===== src/rtl/v_pkg.sv =====
// Shared widths, writeback entry layout and occupancy-width helper for the
// vector writeback path.
package v_pkg;

   localparam int V_VECTOR_WIDTH = 64;
   localparam int V_VECTOR_BYTE  = 8;
   localparam int V_ADDR_WITH    = 32;
   localparam int V_DEPTH        = 4;
   localparam int V_COUNT_W      = $clog2(V_DEPTH + 1);

   typedef struct packed {
      logic [V_VECTOR_WIDTH-1:0] vec;
      logic [V_ADDR_WITH-1:0]    addr;
      logic [V_VECTOR_BYTE-1:0]  byte_en;
   } wb_entry_t;

   // Occupancy must represent 0..depth inclusive.
   function automatic int count_width(input int depth);
      return $clog2(depth + 1);
   endfunction

endpackage


===== src/rtl/v_sync_fifo.sv =====
// Generic first-word-fall-through FIFO: head entry is visible on rdata while
// count is non-zero. Callers must only push when there is room (or a pop occurs
// in the same cycle) and only pop when non-empty.
module v_sync_fifo
   import v_pkg::*;
#(
   parameter int WIDTH = 8,
   parameter int DEPTH = 4,
   localparam int AW = $clog2(DEPTH),
   localparam int CW = count_width(DEPTH)
) (
   input  logic             clk,
   input  logic             rst,
   input  logic             push,
   input  logic             pop,
   input  logic [WIDTH-1:0] wdata,
   output logic [WIDTH-1:0] rdata,
   output logic [CW-1:0]    count,
   output logic [CW-1:0]    count_next
);

   logic [WIDTH-1:0] mem_q [DEPTH];
   logic [AW-1:0]    wr_ptr_q;
   logic [AW-1:0]    rd_ptr_q;
   logic [CW-1:0]    count_q;
   logic [CW-1:0]    count_d;

   always_comb begin
      count_d = count_q;
      if (push && !pop) begin
         count_d = count_q + 1'b1;
      end else if (pop && !push) begin
         count_d = count_q - 1'b1;
      end
   end

   // Pointers are exactly log2(DEPTH) bits so they wrap without compare logic.
   always_ff @(posedge clk or posedge rst) begin
      if (rst) begin
         wr_ptr_q <= '0;
         rd_ptr_q <= '0;
         count_q  <= '0;
      end else begin
         if (push) wr_ptr_q <= wr_ptr_q + 1'b1;
         if (pop)  rd_ptr_q <= rd_ptr_q + 1'b1;
         count_q <= count_d;
      end
   end

   always_ff @(posedge clk) begin
      if (push) mem_q[wr_ptr_q] <= wdata;
   end

   assign rdata      = mem_q[rd_ptr_q];
   assign count      = count_q;
   assign count_next = count_d;

endmodule


===== src/rtl/v_wb_buffer.sv =====
// Writeback buffer between the vector add unit and the register-file write
// port: absorbs write-port stalls, hints issue when nearly full, flags drops.
module v_wb_buffer
   import v_pkg::*;
#(
   parameter int VECTOR_WIDTH = V_VECTOR_WIDTH,
   parameter int VECTOR_BYTE  = V_VECTOR_BYTE,
   parameter int ADDR_WITH    = V_ADDR_WITH,
   parameter int DEPTH        = V_DEPTH,
   parameter int AFULL_LEVEL  = 3,
   localparam int CW = count_width(DEPTH)
) (
   input  logic                    clk,
   input  logic                    rst,
   input  logic [VECTOR_WIDTH-1:0] in_vec,
   input  logic [ADDR_WITH-1:0]    in_addr,
   input  logic [VECTOR_BYTE-1:0]  in_byte_en,
   input  logic                    in_valid,
   output logic [VECTOR_WIDTH-1:0] wr_vec,
   output logic [ADDR_WITH-1:0]    wr_addr,
   output logic [VECTOR_BYTE-1:0]  wr_byte_en,
   output logic                    wr_valid,
   input  logic                    wr_ready,
   output logic                    afull,
   output logic [CW-1:0]           count,
   output logic                    overflow
);

   localparam int EW = VECTOR_WIDTH + ADDR_WITH + VECTOR_BYTE;
   localparam logic [CW-1:0] DEPTH_C = CW'(DEPTH);
   localparam logic [CW-1:0] AFULL_C = CW'(AFULL_LEVEL);

   logic [EW-1:0] head;
   logic [CW-1:0] fifo_count;
   logic [CW-1:0] fifo_count_next;
   logic          push;
   logic          pop;
   logic          afull_q;
   logic          afull_d;
   logic          overflow_q;
   logic          overflow_d;

   assign wr_valid = (fifo_count != '0);
   assign pop      = wr_valid & wr_ready;
   // A full buffer still accepts a beat when the head leaves in the same cycle.
   assign push     = in_valid & ((fifo_count < DEPTH_C) | pop);

   v_sync_fifo #(
      .WIDTH (EW),
      .DEPTH (DEPTH)
   ) u_fifo (
      .clk        (clk),
      .rst        (rst),
      .push       (push),
      .pop        (pop),
      .wdata      ({in_vec, in_addr, in_byte_en}),
      .rdata      (head),
      .count      (fifo_count),
      .count_next (fifo_count_next)
   );

   always_comb begin
      afull_d    = (fifo_count_next >= AFULL_C);
      overflow_d = overflow_q | (in_valid & ~push);
   end

   always_ff @(posedge clk or posedge rst) begin
      if (rst) begin
         afull_q    <= 1'b0;
         overflow_q <= 1'b0;
      end else begin
         afull_q    <= afull_d;
         overflow_q <= overflow_d;
      end
   end

   // Storage is not cleared on reset, so an empty buffer presents zeros.
   assign {wr_vec, wr_addr, wr_byte_en} = wr_valid ? head : '0;
   assign count    = fifo_count;
   assign afull    = afull_q;
   assign overflow = overflow_q;

endmodule


===== config.mk =====
export PLATFORM = sky130hd
export DESIGN_NAME = v_wb_buffer
export DESIGN_NICKNAME = d
export VERILOG_FILES = /design/src/rtl/v_pkg.sv /design/src/rtl/v_sync_fifo.sv /design/src/rtl/v_wb_buffer.sv
export SDC_FILE = /design/constraint.sdc
export NUM_CORES = 1
export LEC_CHECK = 0
export ABC_AREA = 1
export BUFFER_PORTS_ARGS = -buffer_cell sky130_fd_sc_hd__buf_4
export CORE_UTILIZATION = 44
export CTS_BUF_LIST = sky130_fd_sc_hd__clkbuf_8 sky130_fd_sc_hd__clkbuf_16
export CTS_CLUSTER_SIZE = 10
export DETAILED_ROUTE_END_ITERATION = 8
export SLEW_MARGIN = 20
export SYNTH_ARGS = -nofsm -noshare
export SYNTH_HDL_FRONTEND = slang
export SYNTH_SLANG_ARGS = --single-unit

===== constraint.sdc =====
create_clock -name clk -period 13.85 [get_ports clk]
set_input_delay 0 -clock clk [delete_from_list [all_inputs] [get_ports clk]]
set_output_delay 0 -clock clk [all_outputs]
set_load 0.01 [all_outputs]

# [Word level (Yosys, flattened, before mapping)]
# Memory sizes are Yosys's and may differ from the RTL's.
# Index checks and enable logic that the tools add are counted.
[totals] regBits=9 ramBits=416 inputBits=108 output_inout_bits=110 word_cells=28 memories=1
[memory_table] memory="u_fifo.mem_q" words=4 width=104 rd=1 rd_ports_with_merged_regs=0 wr=1 line_no="v_sync_fifo.sv:22" source="logic [WIDTH-1:0] mem_q [DEPTH];"
[classes] n_addsub=4 magnitude_cmp=2 muxes=5 n_bitwise=6 n_reduce_logical=5
[op_table] cell="104-bit 2-to-1 mux" n=1
[op_table] cell="3-bit 2-to-1 mux" n=2
[op_table] cell="2-bit by 1-bit adder with 2-bit output, second input constant" n=2
[op_table] cell="3-bit by 1-bit adder with 3-bit output, second input constant" n=1
[op_table] cell="1-bit AND" n=3
[op_table] cell="3-bit by 2-bit greater-or-equal comparator with 1-bit output, second input constant" n=1
[op_table] cell="3-bit less-than comparator, second input constant" n=1
[op_table] cell="3-bit nonzero test" n=1
[op_table] cell="3-bit by 1-bit subtractor with 3-bit output, second input constant" n=1
[op_table] cell="1-bit logical AND" n=2
[op_table] cell="1-bit zero test" n=2
[op_table] cell="1-bit 2-to-1 mux" n=2
[op_table] cell="1-bit bitwise OR" n=2
[op_table] cell="1-bit inverter" n=1

# [Longest topological paths before layout]
# Gate-level depths: netlist of the first run.
[depth] word_depth=9 ltp_mapped=10 mapped_depth_nobuf=10

# [By module]
# A second synthesis of the first run with hierarchy kept.
[hier_totals] cells_unflattened=1717 area_unflattened_um2=18305.1
[by_module_without_submodules] mod="v_sync_fifo" instances=1 cells_each=1474 area_each_um2=17151.4 seq_area_each_um2=12667.1
[by_module_without_submodules] mod="v_wb_buffer" instances=1 cells_each=243 area_each_um2=1153.6 seq_area_each_um2=50.0

# [Least setup slack after synthesis of the first run]
# OpenSTA, ideal clock, no wires.
[synth_path] path_kind="reg-to-reg" startpoint="register u_fifo.count_q[2], in the netlist u_fifo.count[2]" endpoint="memory u_fifo.mem_q[0][0] in the netlist's numbering, enable pin" setup_ns=0.568 arrival_ns=5.197 required_ns=13.282 slack_ns=8.086 path_stages_with_launch=5 n_path_buf=1 period_less_slack_ns=5.764 cell_sequence="dfrtp_1 > buf_4 > a21oi_4 > inv_1 > nor2_1"
[synth_via] elab_chain_len=6 elab_cells_between_ends=7 classes_between="order compare: 1; mux: 2; bitwise: 3; reduce/logical: 1"
[synth_lines] element="start: declaration" line_no="v_sync_fifo.sv:25" source="logic [CW-1:0] count_q;"
[synth_lines] element="start signal: assignment" line_no="v_sync_fifo.sv:46" source="count_q <= count_d;"
[synth_lines] element="parallel branches: the longest is 2 deep, another holds 3-bit less-than comparator"
[synth_lines] element="1-bit bitwise OR (*)" line_no="v_wb_buffer.sv:46" source="assign push = in_valid & ((fifo_count < DEPTH_C) | pop);"
[synth_lines] element="1-bit AND (*)" line_no="v_wb_buffer.sv:46"
[synth_lines] element="1-bit 2-to-1 mux (*)" line_no="v_sync_fifo.sv:51" source="if (push) mem_q[wr_ptr_q] <= wdata;"
[synth_lines] element="1-bit 2-to-1 mux (not written as such) (*)" line_no="v_sync_fifo.sv:51"
[synth_lines] element="end: declaration" line_no="v_sync_fifo.sv:22"
# Mark *: on every way between the ends.

# [Final worst setup path of the first run]
[layout_path] startpoint="register u_fifo.rd_ptr_q[0]" endpoint="output wr_vec[32]"
[layout_via] elab_chain_len=2
[layout_lines] element="start: declaration" line_no="v_sync_fifo.sv:24" source="logic [AW-1:0] rd_ptr_q;"
[layout_lines] element="start signal: assignment" line_no="v_sync_fifo.sv:45" source="if (pop) rd_ptr_q <= rd_ptr_q + 1'b1;"
[layout_lines] element="memory 4 x 104 bit"
[layout_lines] element="104-bit 2-to-1 mux" line_no="v_wb_buffer.sv:78" source="assign {wr_vec, wr_addr, wr_byte_en} = wr_valid ? head : '0;"
[layout_lines] element="end: declaration" line_no="v_wb_buffer.sv:19" source="output logic [VECTOR_WIDTH-1:0] wr_vec,"
# Every way passes these cells.

==> impl_metrics.csv, run 1 <==
group,metric,value,unit
pwr,swShare,0.352,
synth,synthesis.area,16600,um^2
route,wl_per_cell,18.0,um
placed_design,numPortBuffers,217,
pwr,switching_power,1.59,mW
synth,syn_nets,1409,
synth,yosysTopAreaCell,"edfxtp_1",
flow_run,maxCapViolations,0,
pwr,p_int,2.93,mW
synth,netlist_top_cells_area,"edfxtp_1, nor2_1, o21ai_0, a21oi_1, dfrtp_1",
pwr,clockPowerShare,0.238,
pwr,power.density,216,nW/um^2
setup_path,crit_end,"wr_vec[32]",
route,num_vias,10700,
pwr,p_total,4.52,mW
floorplanning,die_y,196,um
sta,max_freq,287,MHz
sta,rsz0062_at_grt,"no",
setup_path,reg2reg_depth,4,
grt,antenna_found_initial,0,
sta,hold-worst-slack,178,ps
synth,synth-compound-area-share,0.0965,
cts,cts_tree,"done",
synth,synthArstFlopShare,0.0212,
cts,path_clk_slew,50,ps
route,viasPerCell,5.04,
layout,drive_gt1_frac,0.183,
floorplanning,fp.dieArea,38500,um^2
synth,synthMuxAreaShare,0,
sta,slew-limit-headroom,0.280,
sta,fin_crit,3490,ps
setup_path,r2r-start,"u_fifo.count[2]",
placed_design,gp_congestion,0.733,
floorplanning,start_util,0.450,
sta,setup_viol_count_final,0,
grt,grt_pass1_vias,10600,
synth,yosysMostFrequentCell,"nor2_1",
cts,clockBufferDepth,3,
layout,diodes,0,
floorplanning,core_area,36900,um^2
sta,hold_viol,0,
sta,period_share,0.252,
sta,maxSlewViolCount,0,
setup_path,r2r_end,"u_fifo.mem_q[3][74]",
placed_design,pre_cts_ws,10910,ps
synth,synth_xor_area_frac,0.00158,
synth,avgSynthCellArea,12.8,um^2
cts,cts_htree_levels,2,
synth,synth_cell_types,24,
sta,skew,13.5,ps
floorplanning,pin_count,218,
grt,track_usage,0.199,
synth,ys_ff_latch,425,
setup_path,crit_start,"u_fifo.rd_ptr_q[0]",
cts,ctsHoldBuffers,109,
synth,synth_top_area_frac,0.753,
route,drt_iter0_drc,624,
setup_path,cp_data_required_time,13850,ps
layout,nNetsFinal,1718,
pwr,peakVddDrop,138,uV
sta,setup_tns,0,ps
setup_path,startpoint_type,"flop",
floorplanning,die_w,196,um
grt,grt_max_degree,110,
pwr,p_leak,7.49,nW
layout,syn_to_final_growth,26.3,%
pwr,p_seq_frac,0.384,
route,first_pass_iters,5,
cts,cts_buffers,48,
run_status,outcome,"finished clean",
synth,synthFlopType,"edfxtp_1",
synth,netlist_instances,1294,
route,final_antenna_net_count,0,
route,drc,0,
cts,postCtsSetupRepairBufs,0,
setup_path,arrival,3490,ps
synth,synth_fa_ha_area_frac,0.00528,
synth,synth_commonest_cells,"nor2_1, edfxtp_1, o21ai_0, a21oi_1",
cts,clk_latency,560,ps
setup_path,setup.worst_path.class,"reg2out",
sta,setup_slack,10360,ps
grt,grt_pass1_wl,59100,um
synth,synthSimpleGateAreaFrac,0.101,
hold_path,hold_class,"in2reg",
synth,synth_top_family_by_area,"simple AND/OR/NAND/NOR gates",
cts,cts_root_buf,"clkbuf_16",
cts,postCtsResizedCells,0,
pwr,comb_power_share,0.377,
route,routed_wl,38100,um
cts,clkSinkCount,425,
floorplanning,rows,70,
placed_design,dp_hpwl,20100,um
setup_path,endpoint_kind,"output pin",
setup_path,timing.reg2reg.setup_slack,11090,ps
synth,synth_edf_count,416,
sta,tightest_slew,1080,ps
synth,synth_seq_area_share,0.766,
setup_path,worstPathMaxFanout,109,
grt,grt_overflow_total,0,
synth,yosys_warnings,0,
-- metrics by stage --
| stage | cells | area [um^2] | util |
|---|---|---|---|
| after CTS | 2120 | 21000 | 0.569 |
| after detailed placement | 1948 | 18600 | 0.504 |
| final | 2120 | 21000 | 0.569 |
| after global routing | 2120 | 21000 | 0.569 |
| after floorplan | 1294 | 16600 | - |
| after global placement | 1948 | 18600 | 0.504 |
-- layer usage --
| layer | wire [um] | up-vias | track usage |
|---|---|---|---|
| met3 | 2270 | 51 | 0.0406 |
| met1 | 16400 | 5164 | 0.256 |
| met4 | 760 | 0 | 0.0677 |
| li1 | - | 5183 | - |
| met2 | 18700 | 281 | 0.338 |
| met5 | 0 | - | 0 |
-- layout make-up --
class	count	area, um^2
Clock buffer	49	1230
Clock inverter	14	62.6
Fill cell	2947	15900
Inverter	18	76.3
Multi-Input combinational cell	770	3420
Sequential cell	425	12700
Tap cell	504	631
Timing Repair Buffer	340	2830
-- power groups by stage --
stage,sequential [mW],clock (mW),combinational (mW)
finish,1.74,1.08,1.70
global route,1.76,1.15,1.89
floorplan,1.74,0,1.02
CTS,1.74,1.10,1.74
global placement,1.76,0,1.70
detailed placement,1.76,0,1.71
-- placed cells by master (no fill, tap or decap) --
master and instances:
nor2_4 4, nand4_1 1, xor2_1 2, nor3_1 1, inv_4 1, a21oi_4 1
xnor2_1 1, dfrtp_1 7, nand3_1 4, inv_1 26, a21oi_1 105, clkinv_2 1
o21ai_1 42, o21ai_0 168, dfrtp_4 2, edfxtp_1 416, buf_4 231, a31o_2 1
inv_2 1, nor2_1 420, nand2_1 12, ha_1 7, clkbuf_16 49, dlygate4sd3_1 109
inv_6 3, nand2_2 1
-- logic make-up after synthesis --
logic type,Yosys count
AND/OR/NAND/NOR,443
flip-flops,425
AO/OA/AOI/OAI,317
buffers and inverters,99
adder cells (fa/ha/maj),7
XOR/XNOR,3
-- registers in the layout, indices dropped and copies added, names as in the netlist --
signal	count
u_fifo.rd_ptr_q	2
u_fifo.mem_q	416
afull	1
u_fifo.count	3
overflow	1
u_fifo.wr_ptr_q	2
-- critical path, cell delays in order, from the launching register on --
cell and delay (ps):
dfrtp_4 670, inv_6 590, buf_4 900, o21ai_0 220, a21oi_1 310, buf_4 180
-- worst min-delay path by stage --
stage                      startpoint                  end  cells after the start
final                      in_addr[2]  u_fifo.mem_q[1][10]                      2
after global routing       in_vec[46]  u_fifo.mem_q[3][86]                      2
after CTS                 in_addr[19]  u_fifo.mem_q[0][27]                      2
after detailed placement          rst      u_fifo.count[0]                      2
after global placement            rst      u_fifo.count[0]                      2
after floorplan                   rst                afull                      1
Power figures use the tool's default switching activity.
==> inputs of run 2 (changes only) <==
--- a/config.mk
+++ b/config.mk
@@ -5,7 +5,7 @@
 export SDC_FILE = /design/constraint.sdc
 export NUM_CORES = 1
 export LEC_CHECK = 0
-export ABC_AREA = 1
+export ABC_AREA = 0
 export BUFFER_PORTS_ARGS = -buffer_cell sky130_fd_sc_hd__buf_4
 export CORE_UTILIZATION = 44
 export CTS_BUF_LIST = sky130_fd_sc_hd__clkbuf_8 sky130_fd_sc_hd__clkbuf_16
==> constraint.sdc (replaced) <==
create_clock -name clk -period 3.28 [get_ports clk]
set_input_delay 0 -clock clk [delete_from_list [all_inputs] [get_ports clk]]
set_output_delay 0 -clock clk [all_outputs]
set_load 0.01 [all_outputs]
==> run 2 against run 1 <==
Against the previous run:
- non-clock buffer count grew 8
- power grew to 4.0 times the previous value
- clock skew grew 1.1 ps
- design area grew 0.18%
- worst hold slack lost 160 ps
- flip-flop and latch count is the same
- clock power grew to 4.2 times the previous value
- first-iteration DRC count shrank 35%
- sequential share of layout area shrank 0.11 points
- wire length shrank 15%
- largest cell class unchanged
- highest routed layer unchanged
==> impl_metrics.csv, run 2 <==
group,metric,value,unit
layout,top_register,"u_fifo.mem_q",
sta,fin_crit,2770,ps
grt,grt_overflow_total,0,
sta,max_freq,361,MHz
floorplanning,die_w,194,um
layout,num-fill-cells,2754,
synth,yosysMostFrequentCell,"edfxtp_1",
run_status,outcome,"finished clean",
cts,clockBufferDepth,3,
synth,synth-compound-area-share,0.00431,
floorplanning,pin_count,218,
sta,skew,14.6,ps
grt,grt_max_degree,66,
setup_path,worstPathMaxFanout,28,
synth,avgSynthCellArea,22.6,um^2
synth,synthesis.area,16300,um^2
sta,maxSlewViolCount,0,
sta,tightest_slew,658,ps
route,first_pass_iters,4,
synth,netlist_instances,720,
grt,grt_pass1_vias,8890,
sta,slew-limit-headroom,0.561,
sta,rsz0062_at_grt,"no",
layout,syn_to_final_growth,29.2,%
pwr,p_total,17.9,mW
pwr,clockPowerShare,0.256,
synth,ys_ff_latch,425,
route,viasPerCell,5.15,
cts,cts_root_buf,"clkbuf_16",
route,wl_per_cell,20.7,um
synth,synthSimpleGateAreaFrac,0.0468,
placed_design,gp_congestion,0.696,
synth,synth_edf_count,416,
layout,post-route-util,0.575,
synth,synth_top_family_by_area,"multiplexers",
pwr,comb_power_share,0.347,
pwr,p_seq_frac,0.397,
synth,synth_xor_area_frac,0.00215,
sta,setup_viol_count_final,0,
placed_design,placedCellCount,1393,
cts,path_clk_slew,50,ps
synth,synthFlopType,"edfxtp_1",
setup_path,startpoint_type,"flop",
sta,period_share,0.845,
grt,track_usage,0.179,
synth,synthArstFlopShare,0.0212,
pwr,p_int,12.8,mW
floorplanning,rows,70,
floorplanning,core_area,36500,um^2
sta,hold_viol,0,
setup_path,endpoint_kind,"output pin",
floorplanning,die_y,194,um
route,final_antenna_net_count,0,
hold_path,hold_class,"in2async",
sta,hold-worst-slack,13.8,ps
setup_path,cp_slowest_stage_delay,860,ps
layout,diodes,0,
pwr,peakVddDrop,584,uV
cts,cts_tree,"done",
placed_design,numPortBuffers,217,
placed_design,place_area,18600,um^2
setup_path,cp_data_required_time,3280,ps
floorplanning,start_util,0.445,
setup_path,crit_top_cell,"buf_4",
layout,layout_commonest_cell,"edfxtp_1",
cts,clk_latency,570,ps
flow_run,maxCapViolations,0,
cts,clkSinkCount,425,
layout,final_cell_mix,"edfxtp_1, buf_4, dlygate4sd3_1, mux4_2, and2_1",
synth,syn_nets,835,
setup_path,arrival,2770,ps
grt,antenna_found_initial,0,
synth,synthMuxAreaShare,0.145,
setup_path,worst_path_max_delay_cell,"dfrtp_4",
setup_path,setup.worst_path.class,"reg2out",
route,num_vias,8099,
synth,netlist_top_cells_area,"edfxtp_1, mux4_2, and2_1, dfrtp_1, ha_1",
layout,fin_area,21000,um^2
layout,finalNonFillerCells,1573,
synth,yosys_warnings,0,
floorplanning,fp.dieArea,37700,um^2
grt,grt_pass1_wl,51100,um
layout,nNetsFinal,1198,
pwr,power.density,852,nW/um^2
synth,synth_cell_types,25,
layout,drive_gt1_frac,0.366,
cts,cts_buffers,49,
pwr,switching_power,5.09,mW
synth,synth_commonest_cells,"edfxtp_1, and2_1, mux4_2, clkbuf_1, buf_2",
cts,cts_htree_levels,2,
synth,synth_top_area_frac,0.768,
sta,setup_slack,509,ps
route,routed_wl,32600,um
pwr,swShare,0.284,
route,drt_iter0_drc,403,
synth,yosysTopAreaCell,"edfxtp_1",
pwr,p_leak,7.35,nW
placed_design,dp_hpwl,19000,um
placed_design,pre_cts_ws,1010,ps
synth,synth_fa_ha_area_frac,0.00600,
layout,largest_register_ffs,416,
route,drc,0,
setup_path,path_cells,"buf_4, mux4_2, and2_1, buf_4",
sta,setup_tns,0,ps
synth,synth_seq_area_share,0.782,
run 2: changes by cell type in the layout (fill, tap and decap cells not counted), moves of 10 or more:
cell,change
nor2_1,-419
o21ai_0,-165
and2_1,+104
mux4_2,+104
a21oi_1,-101
o21ai_1,-42
buf_12,+10
run 2: layout make-up:
type | count | area (um^2) | share of cell area
clock buffers | 50 | 1240 | 0.0590
well taps | 468 | 586 | 0.0279
flip-flops and latches | 425 | 12700 | 0.606
inverters | 7 | 26.3 | 0.00125
clock inverters | 23 | 87.6 | 0.00417
multi-input cells | 252 | 3330 | 0.159
repair buffers | 348 | 3010 | 0.143
run 2: worst max-delay path, delay by kind of cell (launching register included):
| kind | cells | cell delay, ps |
|---|---|---|
| flops | 1 | 860 |
| buf+inv | 2 | 610 |
| mux | 1 | 560 |
| simple gates | 1 | 170 |
run 2: timing repair:
action / 4_1_cts / 5_1_grt
buffers inserted: 0 / 0
hold endpoints to repair: 434 / 0
hold buffers: 107 / 0
gates resized for setup: 0 / 0
run 2: worst paths after layout:
kind                                    start                   to  slack, ps  cells past startpoint
max                        u_fifo.rd_ptr_q[0]            wr_vec[3]        510                      4
min                                       rst   u_fifo.rd_ptr_q[0]         10                      3
max reg2reg                   u_fifo.count[2]  u_fifo.mem_q[3][33]       1070                      3
min reg2reg                          overflow             overflow        480                      1
max in group asynchronous                 rst   u_fifo.rd_ptr_q[1]       2950                      3
min in group clk                   in_vec[26]  u_fifo.mem_q[0][66]        180                      2
run 2: metal layers:
layer / up-vias / wire length [um] / share of wire / track usage
li1: 3659 / - / - / -
met3: 60 / 1890 / 0.058 / 0.0463
met4: 0 / 758 / 0.023 / 0.0617
met2: 221 / 15800 / 0.49 / 0.292
met5: - / 0 / 0 / 0
met1: 4159 / 14100 / 0.43 / 0.235
run 2: logic make-up (layout without fill, tap and decap cells):
logic type | count (synthesis) | in the layout
AND/OR/NAND/NOR | 124 | 124
XOR/XNOR | 4 | 4
multiplexers | 105 | 105
adder cells (fa/ha/maj) | 8 | 8
buffers and inverters | 43 | 428
flip-flops | 425 | 425
AO/OA/AOI/OAI | 11 | 11
run 2: power groups by stage:
stage	registers, mW	logic (mW)	clock network [mW]
after floorplan	7.06	3.68	0
after global placement	7.19	6.24	0
after detailed placement	7.22	6.26	0
after CTS	7.11	6.38	4.71
after global routing	7.17	6.75	4.91
final	7.10	6.22	4.58
